[src/rtl/frame_cfg_pkg.sv]
// Shared types and constants for the frame configuration writer: FSM states,
// command opcodes, header field positions and the default sync word.
package frame_cfg_pkg;

    typedef enum logic [2:0] {
        ST_IDLE,
        ST_HEADER,
        ST_DATA,
        ST_STROBE,
        ST_HOLD
    } state_t;

    localparam logic [3:0] OP_DESYNC = 4'h0;
    localparam logic [3:0] OP_WRITE  = 4'h1;

    localparam int OPCODE_LSB = 28;
    localparam int OPCODE_W   = 4;
    localparam int COLUMN_LSB = 8;
    localparam int COLUMN_W   = 8;
    localparam int FRAME_LSB  = 0;
    localparam int FRAME_W    = 5;

    localparam logic [31:0] DEFAULT_SYNC_WORD = 32'hFAB0_FAB1;

endpackage

[src/rtl/frame_strobe_decoder.sv]
// Combinational (column, frame, enable) -> onehot0 strobe decode; the parent
// registers the result so FrameStrobe stays glitch-free.
module frame_strobe_decoder
    import frame_cfg_pkg::*;
#(
    parameter int MaxFramesPerCol = 20,
    parameter int NumColumns      = 8
) (
    input  logic [COLUMN_W-1:0]                   column,
    input  logic [FRAME_W-1:0]                    frame,
    input  logic                                  enable,
    output logic [NumColumns*MaxFramesPerCol-1:0] strobe
);

    generate
        for (genvar gi = 0; gi < NumColumns; gi++) begin : g_col
            for (genvar gj = 0; gj < MaxFramesPerCol; gj++) begin : g_frame
                assign strobe[gi*MaxFramesPerCol + gj] = enable
                    && (column == COLUMN_W'(gi))
                    && (frame == FRAME_W'(gj));
            end
        end
    endgenerate

endmodule

[src/rtl/frame_config_writer.sv]
// Bitstream-to-frame writer: parses sync/header/data words, fills the FrameData
// rows and pulses a single FrameStrobe bit per written frame.
module frame_config_writer
    import frame_cfg_pkg::*;
#(
    parameter int                         FrameBitsPerRow = 32,
    parameter int                         MaxFramesPerCol = 20,
    parameter int                         NumRows         = 16,
    parameter int                         NumColumns      = 8,
    parameter logic [FrameBitsPerRow-1:0] SyncWord        = DEFAULT_SYNC_WORD
) (
    input  logic                                  UserCLK,
    input  logic                                  Reset,
    input  logic [FrameBitsPerRow-1:0]            s_data,
    input  logic                                  s_valid,
    output logic                                  s_ready,
    output logic [NumRows*FrameBitsPerRow-1:0]    FrameData,
    output logic [NumColumns*MaxFramesPerCol-1:0] FrameStrobe,
    output logic                                  synced,
    output logic                                  error,
    output logic [15:0]                           frames_written
);

    localparam int ROW_W      = $clog2(NumRows);
    localparam int NUM_STROBE = NumColumns * MaxFramesPerCol;

    state_t                              state_reg;
    logic [ROW_W-1:0]                    row_cnt_reg;
    logic [COLUMN_W-1:0]                 column_reg;
    logic [FRAME_W-1:0]                  frame_reg;
    logic                                addr_ok_reg;
    logic [NumRows*FrameBitsPerRow-1:0]  frame_data_reg;
    logic [NUM_STROBE-1:0]               frame_strobe_reg;
    logic                                s_ready_reg;
    logic                                synced_reg;
    logic                                error_reg;
    logic [15:0]                         frames_written_reg;

    logic [OPCODE_W-1:0]   hdr_opcode;
    logic [COLUMN_W-1:0]   hdr_column;
    logic [FRAME_W-1:0]    hdr_frame;
    logic                  hdr_addr_ok;
    logic                  accept;
    logic                  last_row;
    logic [NUM_STROBE-1:0] strobe_next;

    assign hdr_opcode  = s_data[OPCODE_LSB +: OPCODE_W];
    assign hdr_column  = s_data[COLUMN_LSB +: COLUMN_W];
    assign hdr_frame   = s_data[FRAME_LSB +: FRAME_W];
    assign hdr_addr_ok = (int'(hdr_column) < NumColumns) && (int'(hdr_frame) < MaxFramesPerCol);
    assign accept      = s_valid && s_ready_reg;
    assign last_row    = (row_cnt_reg == ROW_W'(NumRows - 1));

    // Invalid targets decode to all-zero, which is how the strobe is suppressed.
    frame_strobe_decoder #(
        .MaxFramesPerCol(MaxFramesPerCol),
        .NumColumns     (NumColumns)
    ) u_decoder (
        .column(column_reg),
        .frame (frame_reg),
        .enable(addr_ok_reg),
        .strobe(strobe_next)
    );

    always_ff @(posedge UserCLK) begin
        if (Reset) begin
            state_reg          <= ST_IDLE;
            row_cnt_reg        <= '0;
            column_reg         <= '0;
            frame_reg          <= '0;
            addr_ok_reg        <= 1'b0;
            frame_data_reg     <= '0;
            frame_strobe_reg   <= '0;
            s_ready_reg        <= 1'b1;
            synced_reg         <= 1'b0;
            error_reg          <= 1'b0;
            frames_written_reg <= '0;
        end else begin
            case (state_reg)
                ST_IDLE: begin
                    if (accept && (s_data == SyncWord)) begin
                        synced_reg <= 1'b1;
                        state_reg  <= ST_HEADER;
                    end
                end
                ST_HEADER: begin
                    if (accept) begin
                        case (hdr_opcode)
                            OP_WRITE: begin
                                state_reg   <= ST_DATA;
                                row_cnt_reg <= '0;
                                column_reg  <= hdr_column;
                                frame_reg   <= hdr_frame;
                                addr_ok_reg <= hdr_addr_ok;
                                if (!hdr_addr_ok)
                                    error_reg <= 1'b1;
                            end
                            OP_DESYNC: begin
                                synced_reg <= 1'b0;
                                state_reg  <= ST_IDLE;
                            end
                            default: error_reg <= 1'b1;
                        endcase
                    end
                end
                ST_DATA: begin
                    if (accept) begin
                        frame_data_reg[row_cnt_reg*FrameBitsPerRow +: FrameBitsPerRow] <= s_data;
                        row_cnt_reg <= row_cnt_reg + ROW_W'(1);
                        if (last_row) begin
                            state_reg        <= ST_STROBE;
                            s_ready_reg      <= 1'b0;
                            frame_strobe_reg <= strobe_next;
                            if (addr_ok_reg)
                                frames_written_reg <= frames_written_reg + 16'd1;
                        end
                    end
                end
                ST_STROBE: begin
                    frame_strobe_reg <= '0;
                    state_reg        <= ST_HOLD;
                end
                ST_HOLD: begin
                    s_ready_reg <= 1'b1;
                    state_reg   <= ST_HEADER;
                end
                default: begin
                    frame_strobe_reg <= '0;
                    s_ready_reg      <= 1'b1;
                    state_reg        <= ST_IDLE;
                end
            endcase
        end
    end

    assign s_ready        = s_ready_reg;
    assign FrameData      = frame_data_reg;
    assign FrameStrobe    = frame_strobe_reg;
    assign synced         = synced_reg;
    assign error          = error_reg;
    assign frames_written = frames_written_reg;

endmodule
[config.mk]
export PLATFORM = sky130hd
export DESIGN_NAME = frame_config_writer
export DESIGN_NICKNAME = d
export VERILOG_FILES = /design/src/rtl/frame_cfg_pkg.sv /design/src/rtl/frame_strobe_decoder.sv /design/src/rtl/frame_config_writer.sv
export SDC_FILE = /design/constraint.sdc
export NUM_CORES = 1
export LEC_CHECK = 0
export ABC_AREA = 1
export CAP_MARGIN = 20
export CORE_ASPECT_RATIO = 1.75
export CORE_UTILIZATION = 25
export DETAILED_ROUTE_END_ITERATION = 10
export PLACE_DENSITY = 0.54
export SLEW_MARGIN = 0
export SYNTH_ARGS = -nofsm -noshare
export SYNTH_HDL_FRONTEND = slang
export SYNTH_HIERARCHICAL = 1
export SYNTH_SLANG_ARGS = --single-unit
[constraint.sdc]
create_clock -name UserCLK -period 9 [get_ports UserCLK]
set_clock_uncertainty 0.2 [all_clocks]
set_input_delay 2.7 -clock UserCLK [delete_from_list [all_inputs] [get_ports UserCLK]]
set_output_delay 2.7 -clock UserCLK [all_outputs]
set_load 0.01 [all_outputs]
; ---- Yosys cells after proc, flatten, opt, wreduce, memory -nomap -nowiden
; Cells that the tools add are included.
[totals]
regBits = 712
in_bits = 35
elab_cells = 273
[op_classes]
n_addsub = 3
order_cmp = 2
n_eq_ne = 41
shifts = 2
n_mux = 23
bitwise = 3
n_reduce_logical = 188
[op_table]
columns = op, n
row1 = 512-bit bitwise mux, 1
row2 = "32-bit by 34-bit variable shift with 512-bit output, first input constant", 1
row3 = 32-bit by 34-bit variable part select with 512-bit output, 1
row4 = 160-bit 2-to-1 mux, 2
row5 = 160-bit one-hot mux with 2 select lines, 1
row6 = 1-bit logical AND, 171
row7 = "5-bit by 4-bit equality test with 1-bit output, second input constant", 8
row8 = 9-bit negator with 34-bit output, 1
row9 = "32-bit equality test, second input constant", 1
row10 = "8-bit by 3-bit equality test with 1-bit output, second input constant", 4
row11 = "5-bit by 3-bit equality test with 1-bit output, second input constant", 4
row12 = "5-bit equality test, second input constant", 4
row13 = "16-bit by 1-bit adder with 16-bit output, second input constant", 1
row14 = "8-bit by 2-bit equality test with 1-bit output, second input constant", 2
row15 = 4-bit AND reduction, 4
row16 = 3-bit one-hot mux with 5 select lines, 1
row17 = 3-bit 2-to-1 mux, 4
row18 = 4-bit 2-to-1 mux, 3
row19 = "2-bit inequality test, second input constant", 6
row20 = "5-bit by 2-bit equality test with 1-bit output, second input constant", 2
row21 = 3-bit AND reduction, 3
row22 = "8-bit by 1-bit equality test with 1-bit output, second input constant", 1
row23 = 8-bit logical NOT, 1
row24 = "8-bit by 4-bit less-than comparator with 1-bit output, second input constant", 1
row25 = 22 further kinds, 34

; ---- Depth between registers and ports, before layout
[logic_depth]
ltp_word = 6
ltp_mapped = 14
ltp_nobuf = 12

; ---- Modules after synthesis
; The synthesis kept the hierarchy.
[by_module_without_submodules]
columns = mod, n_inst, cells_each, area_per_inst_um2
row1 = frame_config_writer, 1, 3700, 28083.2
row2 = frame_strobe_decoder, 1, 240, 922.1

; ---- Worst setup path after synthesis
; Ideal clock, no wire load.
[synth_timing]
path_type = in2reg
start = input port s_valid
end = register frames_written_reg[10], in the netlist frames_written[10]
setup_time_ns = 0.128
t_arrival_ns = 3.879
required_ns = 8.672
slack_ns = 4.794
stages = 6
path_cell_list = nand2_1 -> nor3_2 -> nand3_1 -> nor2_1 -> xor2_1 -> nor2_1
[synth_between]
elab_chain_cells = 2
[synth_rtl]
columns = element, line
row1 = "start, declared", frame_config_writer.sv:15  ; input logic s_valid,
row2 = 1-bit logical AND, frame_config_writer.sv:51  ; assign accept = s_valid && s_ready_reg;
row3 = 4-bit AND reduction (no line), --
row4 = "end signal, assigned", frame_config_writer.sv:115  ; frames_written_reg <= frames_written_reg + 16'd1;
row5 = "end, declared", frame_config_writer.sv:37  ; logic [15:0] frames_written_reg;
; Every way passes these cells.
; A chain may end at the register's enable or synchronous reset.

; ---- Worst setup path in the final report
[layout_timing]
start = input port s_valid
end = register frame_data_reg[376], in the netlist FrameData[376]
[layout_between]
elab_chain_cells = 2
[layout_rtl]
columns = element, line
row1 = 1-bit logical AND, frame_config_writer.sv:51
row2 = 2-bit AND reduction (no line), --
row3 = "end signal, assigned by index", frame_config_writer.sv:108  ; frame_data_reg[row_cnt_reg*FrameBitsPerRow +: FrameBitsPerRow] <= s_data;
row4 = "end, declared", frame_config_writer.sv:32  ; logic [NumRows*FrameBitsPerRow-1:0] frame_data_reg;
; Every way passes these cells.

==> results.yml <==
die:
  fp.dieH_um: 453
  die_w_um: 259
  initial_utilization_pct: 25.2
  row_count: 165
  die_area_mm2: 0.117
  num_io_pins: 726
  core_mm2: 0.115
synth:
  yosys.area.top_type: "dfxtp_1"
  synth-async-reset-ratio_pct: 0
  yosysMostFrequentCell: "dfxtp_1"
  synth_top_area_share_pct: 49.1
  yosysWarnings: 6
  synthesis.area_mm2: 0.0290
  synth_edf_count: 0
  ys_seq_elements: 712
  syn_area_per_cell_um2: 7.36
  syn_nets: 3982
  ys_types: 39
  synth_common_cells: "712 x dfxtp_1, 701 x nor2_1, 556 x nand2_1"
  syn_inst: 3940
  synthTopCellsByArea: "dfxtp_1 49%, nor2_1 9.1%, a21oi_1 7.6%, nand2_1 7.2%, nand3_1 5.7%"
  yosysSeqAreaShare_pct: 49.1
  synth_ff_type: "dfxtp_1"
power:
  pwr-share-comb_pct: 19.0
  clockPowerShare_pct: 40.8
  powerDensity_mw_per_mm2: 199
  p_leak_nw: 13.9
  p_sw_mw: 2.73
  seq_power_share_pct: 40.2
  irDropWorstVdd_v: 0.000156
  switching_share_pct: 34.4
  p_int_mw: 5.21
  power_mw: 7.93
flow_run:
  drv_cap: 0
detailed_routing:
  drtIter0Drc: 2515
  viasPerCell: 4.97
  first_pass_iters: 5
  ant_nets: 0
  wirelength_um: 149000
  route.detailed.drc: 0
  wire_per_inst_um: 24.7
  num_vias: 29900
timing:
  setup_viol: 0
  timing.final.crit_period_ps: 5250
  fmax_ghz: 0.190
  fin_ws_ps: 3750
  tns_ps: 0
  hold_viol: 0
  slew_headroom_pct: 26.1
  slew_violations: 0
  rsz0062_at_grt: "no"
  layout_worst_path_cycle_share_pct: 58.3
  tightestPinTransition_ps: 1110
placed_design:
  pre_cts_ws_ps: 2980
  place.detailed.hpwl_um: 105000
  portBuffers: 725
  gp_congestion: 0.839
run_status:
  status: "finished clean"
worst_setup_path:
  required_ps: 9410
  setup.worst_path.class: "input pin to flop"
  cp-start-kind: "input pin"
  path_max_fanout: 50
  cp-end-kind: "flop"
  cp.arrival_ps: 5660
  r2r_setup_slack_ps: 4320
clock_network:
  clk_latency_ps: 680
  numCtsBuffers: 75
  post_cts_buffers: 0
  h-tree-depth: 3
  cts_tree: "done"
  path_clk_slew_ps: 70
  clockBufferDepth: 3
  ctsResizeCount: 0
  root_buffer: "clkbuf_16"
  clock-sinks: 712
  postCtsHoldBufs: 0
grt:
  grt_pass1_vias: 28400
  grt_overflow_total: 0
  grt_max_degree: 197
  grt_usage_pct: 24.5
  grt_pass1_wl_um: 209000
  grt_antenna_before_repair: 3
cells_and_area:
  fin_util_pct: 34.5
  syn_to_final_growth_pct: 37.2
  nets: 4502
  largest_reg_flops: 512
  drive_above_1_share_pct: 5.12
min_path:
  hp-class: "flop to flop"
## power by group through the flow
stage | Combinational, mW | Sequential [mW] | Clock [mW]
2_1_floorplan | 0.879 | 3.27 | 0
6_report | 1.50 | 3.19 | 3.24
5_1_grt | 1.59 | 3.19 | 3.43
3_5_place_dp | 1.49 | 3.26 | 0
3_3_place_gp | 1.49 | 3.26 | 0
4_1_cts | 1.50 | 3.19 | 3.33
## logic make-up (layout without fill, tap and decap cells)
logic type	after synthesis	in the layout	share of synthesized area (%)
other	0	2	0
buffers and inverters	529	1105	7.42
adders and majority gates	7	7	0.302
DFF	712	712	49.1
AOI/OAI and AO/OA	841	841	15.8
xor gates and xnor gates	5	5	0.151
and+or+nand+nor	1846	1846	27.2
## path summary, 6_finish.rpt
kind             startpoint             end  depth (start not counted)
max                 s_valid  FrameData[376]                          9
min          FrameData[479]  FrameData[479]                          2
max reg2reg  row_cnt_reg[0]  FrameData[489]                         12
min reg2reg  FrameData[479]  FrameData[479]                          2
## per-stage QoR
step | std cells | instance area [µm²] | hold slack [ps]
global route | 6021 | 39800 | 265
CTS | 6016 | 39700 | 248
finish | 6021 | 39800 | 245
floorplan | 3940 | 29000 | 268
global placement | 5883 | 37200 | 232
detailed placement | 5883 | 37200 | 238
## routing by layer
metal	vias up	part of all wire, %	GRT usage [%]
li1	14200	-	-
met5	-	0.0074	0
met2	1299	48	41.1
met4	2	5.8	14.3
met3	261	8.5	6.88
met1	14200	38	27.6
## layout make-up
class / instances / area [µm²]
Fill cell: 12300 / 75400
Inverter: 180 / 693
Timing Repair Buffer: 792 / 7840
Tap cell: 1503 / 1880
Clock inverter: 31 / 329
Antenna cell: 2 / 5.00
Clock buffer: 102 / 2130
Sequential cell: 712 / 14300
Multi-Input combinational cell: 2699 / 12700
## critical path: stages
cell and delay [ps]:
clkdlybuf4s50_1 460, nand2_1 190, inv_1 160, nand2_2 140
nor2_4 200, nand2_1 530, inv_2 870, o21ai_0 180
a21oi_1 170
## cells in the final DEF (no fill, tap or decap), types with 6 or more instances in the layout
master,synthesis,final
nand4_1,75,75
clkbuf_16,0,78
clkinv_2,0,10
a41oi_1,52,52
nor3_1,135,134
nand2_1,556,554
and2_1,15,15
clkbuf_1,215,15
nor2_1,701,699
o21ai_0,262,262
nand2_2,6,6
clkinvlp_4,0,9
dfxtp_1,712,712
nand3_1,328,327
a31oi_1,31,31
a211oi_1,29,29
o21bai_1,11,11
inv_2,14,12
inv_1,162,161
buf_4,9,63
clkdlybuf4s50_1,0,724
ha_1,7,6
nor4_1,11,10
clkbuf_8,0,9
nor2_4,7,10
o211a_1,6,6
a21oi_1,440,440
Note: power is estimated with default switching activity, not from simulation.
